[config.mk]
export PLATFORM = sky130hd
export DESIGN_NAME = pipe_ctrl
export DESIGN_NICKNAME = d
export VERILOG_FILES = /design/src/rtl/pipe_ctrl.sv
export SDC_FILE = /design/constraint.sdc
export NUM_CORES = 1
export LEC_CHECK = 0
export CORE_MARGIN = 10
export CORE_UTILIZATION = 41
export DETAILED_ROUTE_END_ITERATION = 10
export GPL_TIMING_DRIVEN = 0
export PLACE_DENSITY = 0.81
export SYNTH_ARGS = -nofsm -noshare
export SYNTH_HDL_FRONTEND = slang
export SYNTH_SLANG_ARGS = --single-unit
[constraint.sdc]
create_clock -name clk -period 1.75 [get_ports clk]
set_input_delay 0.35 -clock clk [delete_from_list [all_inputs] [get_ports clk]]
set_output_delay 0.35 -clock clk [all_outputs]
set_load 0.02 [all_outputs]
[src/rtl/pipe_ctrl.sv]
// Pipeline hazard / multi-cycle controller.
// Detects load-use hazards between ID sources and an EX load, freezes the
// pipe for multi-cycle EX ops, and arbitrates flushes over both.

// One ID source operand compared against the EX destination.
module pipe_ctrl_src_cmp #(
  parameter int REG_W = 5
) (
  input  logic             rd,
  input  logic [REG_W-1:0] addr,
  input  logic [REG_W-1:0] ex_wd,
  output logic             hit
);
  assign hit = rd & (addr == ex_wd);
endmodule

module pipe_ctrl #(
  parameter int REG_W   = 5,
  parameter int LEN_W   = 6,
  parameter int CNT_W   = 16,
  parameter int NUM_SRC = 2
) (
  input  logic             clk,
  input  logic             rst,
  input  logic             id_reg1_read,
  input  logic             id_reg2_read,
  input  logic [REG_W-1:0] id_reg1_addr,
  input  logic [REG_W-1:0] id_reg2_addr,
  input  logic             ex_wreg,
  input  logic [REG_W-1:0] ex_wd,
  input  logic             ex_is_load,
  input  logic             mc_start,
  input  logic [LEN_W-1:0] mc_len,
  input  logic             flush_req,
  output logic [5:0]       stall,
  output logic             flush_o,
  output logic             mc_done_o,
  output logic             mc_abort_o,
  output logic             busy_o,
  output logic [CNT_W-1:0] stall_cnt
);

  typedef enum logic {RUN = 1'b0, MC = 1'b1} state_t;

  typedef struct packed {
    logic             start;
    logic [LEN_W-1:0] len;
  } mc_req_t;

  localparam logic [5:0] STALL_MC   = 6'b001111;
  localparam logic [5:0] STALL_LU   = 6'b000111;
  localparam logic [5:0] STALL_NONE = 6'b000000;

  state_t                         state;
  logic [LEN_W-1:0]               cnt;
  logic [NUM_SRC-1:0]             src_rd;
  logic [NUM_SRC-1:0][REG_W-1:0]  src_addr;
  logic [NUM_SRC-1:0]             src_hit;
  logic                           load_use;
  logic                           mc_go;
  mc_req_t                        mc_req;

  assign src_rd   = {id_reg2_read, id_reg1_read};
  assign src_addr = {id_reg2_addr, id_reg1_addr};
  assign mc_req   = '{start: mc_start, len: mc_len};

  genvar g;
  generate
    for (g = 0; g < NUM_SRC; g++) begin : g_src
      pipe_ctrl_src_cmp #(.REG_W(REG_W)) u_cmp (
        .rd   (src_rd[g]),
        .addr (src_addr[g]),
        .ex_wd(ex_wd),
        .hit  (src_hit[g])
      );
    end
  endgenerate

  // Hazard only when EX load actually writes a non-zero register an ID source reads.
  assign load_use = ex_is_load & ex_wreg & (ex_wd != '0) & (|src_hit);

  // Lengths 0/1 complete in EX's single cycle, so they never enter MC.
  assign mc_go = mc_req.start & (mc_req.len >= LEN_W'(2));

  // Hold vector: flush wins, then MC freeze, then load-use bubble.
  always_comb begin
    stall = STALL_NONE;
    if (flush_req)         stall = STALL_NONE;
    else if (state == MC)  stall = STALL_MC;
    else if (load_use)     stall = STALL_LU;
  end

  assign busy_o = (state == MC);

  // FSM, MC countdown and registered event pulses.
  always_ff @(posedge clk or negedge rst) begin
    if (!rst) begin
      state      <= RUN;
      cnt        <= '0;
      flush_o    <= 1'b0;
      mc_done_o  <= 1'b0;
      mc_abort_o <= 1'b0;
    end else begin
      flush_o    <= flush_req;
      mc_abort_o <= flush_req & (state == MC);
      mc_done_o  <= 1'b0;
      if (flush_req) begin
        state <= RUN;
        cnt   <= '0;
      end else begin
        case (state)
          RUN: if (mc_go) begin
            // The mc_start cycle is EX cycle 1; MC covers the remaining len-1.
            cnt   <= mc_req.len - LEN_W'(2);
            state <= MC;
          end
          MC: if (cnt == '0) begin
            state     <= RUN;
            mc_done_o <= 1'b1;
          end else begin
            cnt <= cnt - LEN_W'(1);
          end
          default: state <= RUN;
        endcase
      end
    end
  end

  // Saturating count of cycles where the PC was held.
  always_ff @(posedge clk or negedge rst) begin
    if (!rst)                               stall_cnt <= '0;
    else if (stall[0] && (stall_cnt != '1)) stall_cnt <= stall_cnt + CNT_W'(1);
  end

endmodule

==> impl_results.md <==
- Status: finished, violations left
- Failing checks: setup timing
- Primary FF master, synth: dfrtp_1
- Final ANT Viol Nets: 0
- Hold crit path type: input pin to register
- Final worst slack: -0.348 ns
- Post-synth top cells: dfrtp_1 (26), xnor2_1 (21), nand2_1 (14)
- Avg WL per Cell: 16.8 µm
- Initial DRC Count: 148
- Area share of the largest cell type after synthesis: 0.395
- Maximum fanout along the worst path: 5
- GRT Total Usage: 0.116
- Initial antenna violation count: 0
- Largest net degree at the start of global routing: 27
- Number of buffers added on ports: 52
- Post-Synthesis Cell Area: 1650 µm²
- Max cap viols: 0
- Arrival time at the worst endpoint: 1.75 ns
- Period Utilization, post-route: 1.20
- Yosys warning count: 0
- Cell variety after synth: 45
- PD cells: 766 nW/µm²
- Worst-margin pin slew: between 1 and 1.5 ns
- Clock Path Buffers: 2
- Dpl hpwl: 3160 µm
- Leak: around 0.0012 µW
- Critical Path Source Type: input pin
- Worst-case reg-to-reg path depth: 8
- Slew headroom: 0.226
- Cts bufs inserted: 3
- Layout fillers: 283
- Cell with the most instances after synthesis: dfrtp_1
- GP Congestion: slightly above 0.8
- Diodes inserted: 0
- Worst-path clk slew: 0.10 ns
- Remaining global-route overflow: 0
- Time the worst path needs with I/O delays and setup: about 2.1 ns
- Die Ht: 83.4 µm
- Post-synth EDFFs: 0
- Max Clock Freq: 0.477 GHz
- Largest area contributor in the netlist: dfrtp_1
- TritonCTS clock tree: done
- Critical Path RT: 1.40 ns
- Final Hold Viols: 0
- Number of I/O pins: between 50 and 60
- Share of flip-flops with an asynchronous set or reset: 1.00
- Pre-CTS setup slack: -1.23 ns
- VDD IR max: 0.387 mV
- Final Skew: 0.00746 ns
- Setup TNS: -2.33 ns
- Final WL: 4890 µm
- Clock sink count: 26
- NumNets Final: 278
- Vias in the first global route: 1,543
- Root Buffer: clkbuf_8
- Area added between synthesis and finish: 61.2%
- Share of cells above drive strength 1: 0.336
- CTS Hold Buffers Added: 0
- Vias: 1,547
- Final setup fails: 11
- Row cnt: 22
- FF+latch count, synth: 26
- CORE AREA: 3770 µm²
- Top post-synthesis cells by area: dfrtp_1 (39%), xnor2_1 (11%), nand2_1 (3.2%)
- Syn Inst Count: ~170
- Setup crit end kind: output port
- DRC Markers: 0
- Clock Latency Late Sink: 0.27 ns
- Initial core utilization: 0.437
- H-tree Lvls: 1
- Slew Viols, Final: 0
- Die Wd: 83.4 µm
- First-pass GRT wire length: 6970 µm
- Worst Hold Depth: 1
- Post-layout util: 0.704
- TritonRoute pass-1 iters: 4
- Vias/cell: 5.30
- Sequential share of the synthesized area: 0.395
- Unrepaired setup endpoints after global routing: yes
- Die area: 6950 µm²
- Syn Area/Cell: 9.87 µm²
- Critical path class: input pin to output port
## critical path: stages
cell and delay [ns]:
buf_8 0.10, or4_4 0.54, nor2_4 0.15, nor3_4 0.05, a21o_4 0.21, buf_12 0.13, buf_6 0.10, buf_6 0.12
## kinds of logic (layout without fill, tap and decap cells)
group / count (synthesis) / after routing / synth area share
muxes: 4 / 4 / 0.0266
other: 1 / 2 / 0.00228
xor gates and xnor gates: 25 / 25 / 0.133
and+or+nand+nor: 67 / 67 / 0.245
DFF: 26 / 26 / 0.395
buffers and inverters: 15 / 91 / 0.0600
AOI/OAI and AO/OA: 25 / 25 / 0.109
adders and majority gates: 4 / 4 / 0.0304
## path summary, 6_finish.rpt
kind,slack (ns),endpoint,start
worst max-delay path,-0.35,stall[1],ex_wd[4]
worst min-delay path,0.30,flush_o$_DFF_PN0_,flush_req
worst max register to register,-0.13,stall_cnt[11]$_DFFE_PN0P_,busy_o$_DFF_PN0_
worst min register to register,0.52,stall_cnt[3]$_DFFE_PN0P_,stall_cnt[3]$_DFFE_PN0P_
max in group asynchronous,0.30,stall_cnt[6]$_DFFE_PN0P_,rst
min in group asynchronous,0.68,stall_cnt[10]$_DFFE_PN0P_,rst
## flip-flops by register name, summed over array words and instances, names as in the netlist
signal,count
flush_o,1
busy_o,1
stall_cnt,16
mc_done_o,1
cnt,6
mc_abort_o,1
## cell usage in the layout, fill, tap and decap left out, types with 2 or more instances in the layout
| cell | Yosys | routed |
|---|---|---|
| buf_6 | 1 | 11 |
| mux2_4 | 0 | 3 |
| dfrtp_2 | 0 | 5 |
| xor2_1 | 4 | 4 |
| clkbuf_8 | 0 | 4 |
| clkdlybuf4s50_1 | 0 | 27 |
| nor2b_1 | 3 | 2 |
| conb_1 | 1 | 2 |
| or3_4 | 1 | 2 |
| and2_1 | 2 | 2 |
| o21ai_0 | 3 | 2 |
| nand4_1 | 7 | 7 |
| nor3_1 | 6 | 4 |
| dfrtp_1 | 26 | 21 |
| and3_1 | 5 | 3 |
| xnor2_1 | 21 | 20 |
| a21oi_1 | 9 | 7 |
| nand3_2 | 5 | 5 |
| dlymetal6s2s_1 | 0 | 10 |
| nand2_1 | 14 | 13 |
| clkbuf_2 | 0 | 2 |
| inv_1 | 6 | 6 |
| a21oi_2 | 1 | 3 |
| nand3_1 | 5 | 3 |
| buf_4 | 5 | 17 |
| buf_12 | 1 | 2 |
| dlygate4sd2_1 | 0 | 6 |
| nor2_1 | 7 | 6 |
| nand3_4 | 0 | 2 |
| nand3b_1 | 4 | 4 |
| and3_4 | 0 | 2 |
| buf_2 | 0 | 3 |
| ha_1 | 4 | 3 |
## metal layers
layer,vias up,share of wire,GRT usage
met1,725,0.39,0.131
met5,-,0,0
met4,0,0.019,0.0369
met3,8,0.099,0.0439
met2,75,0.49,0.195
li1,739,-,-
## per-stage QoR
stage	hold WS (ns)	cells	power, µW	cell area, µm²
after global placement	0.485	268	1480	2250
final	0.302	292	2040	2660
after global routing	0.296	292	2150	2660
after detailed placement	0.498	268	1500	2250
after floorplan	0.0544	168	1190	1670
after CTS	0.510	279	1920	2390
## cell type report
| cell class | count | area (µm²) | share of cell area |
|---|---|---|---|
| timing repair buffer | 72 | 711 | 0.268 |
| sequential | 26 | 657 | 0.247 |
| multi-input combinational | 127 | 1050 | 0.397 |
| inverter | 6 | 22.5 | 0.00848 |
| clock buffer | 4 | 55.1 | 0.0207 |
| buffer | 9 | 97.6 | 0.0367 |
| tap | 48 | 60.1 | 0.0226 |
## power by group
group / switching (µW) / internal (µW)
clock: 197 / 201
sequential: 123 / 697
combinational: 388 / 430
## what timing repair did
action                     CTS  global route
setup endpoints to repair   25            28
buffers inserted             8            13
pin swaps                   12            10
cloned                       0             1
gates resized for setup     55            44
Note: power is estimated with default switching activity, not from simulation.
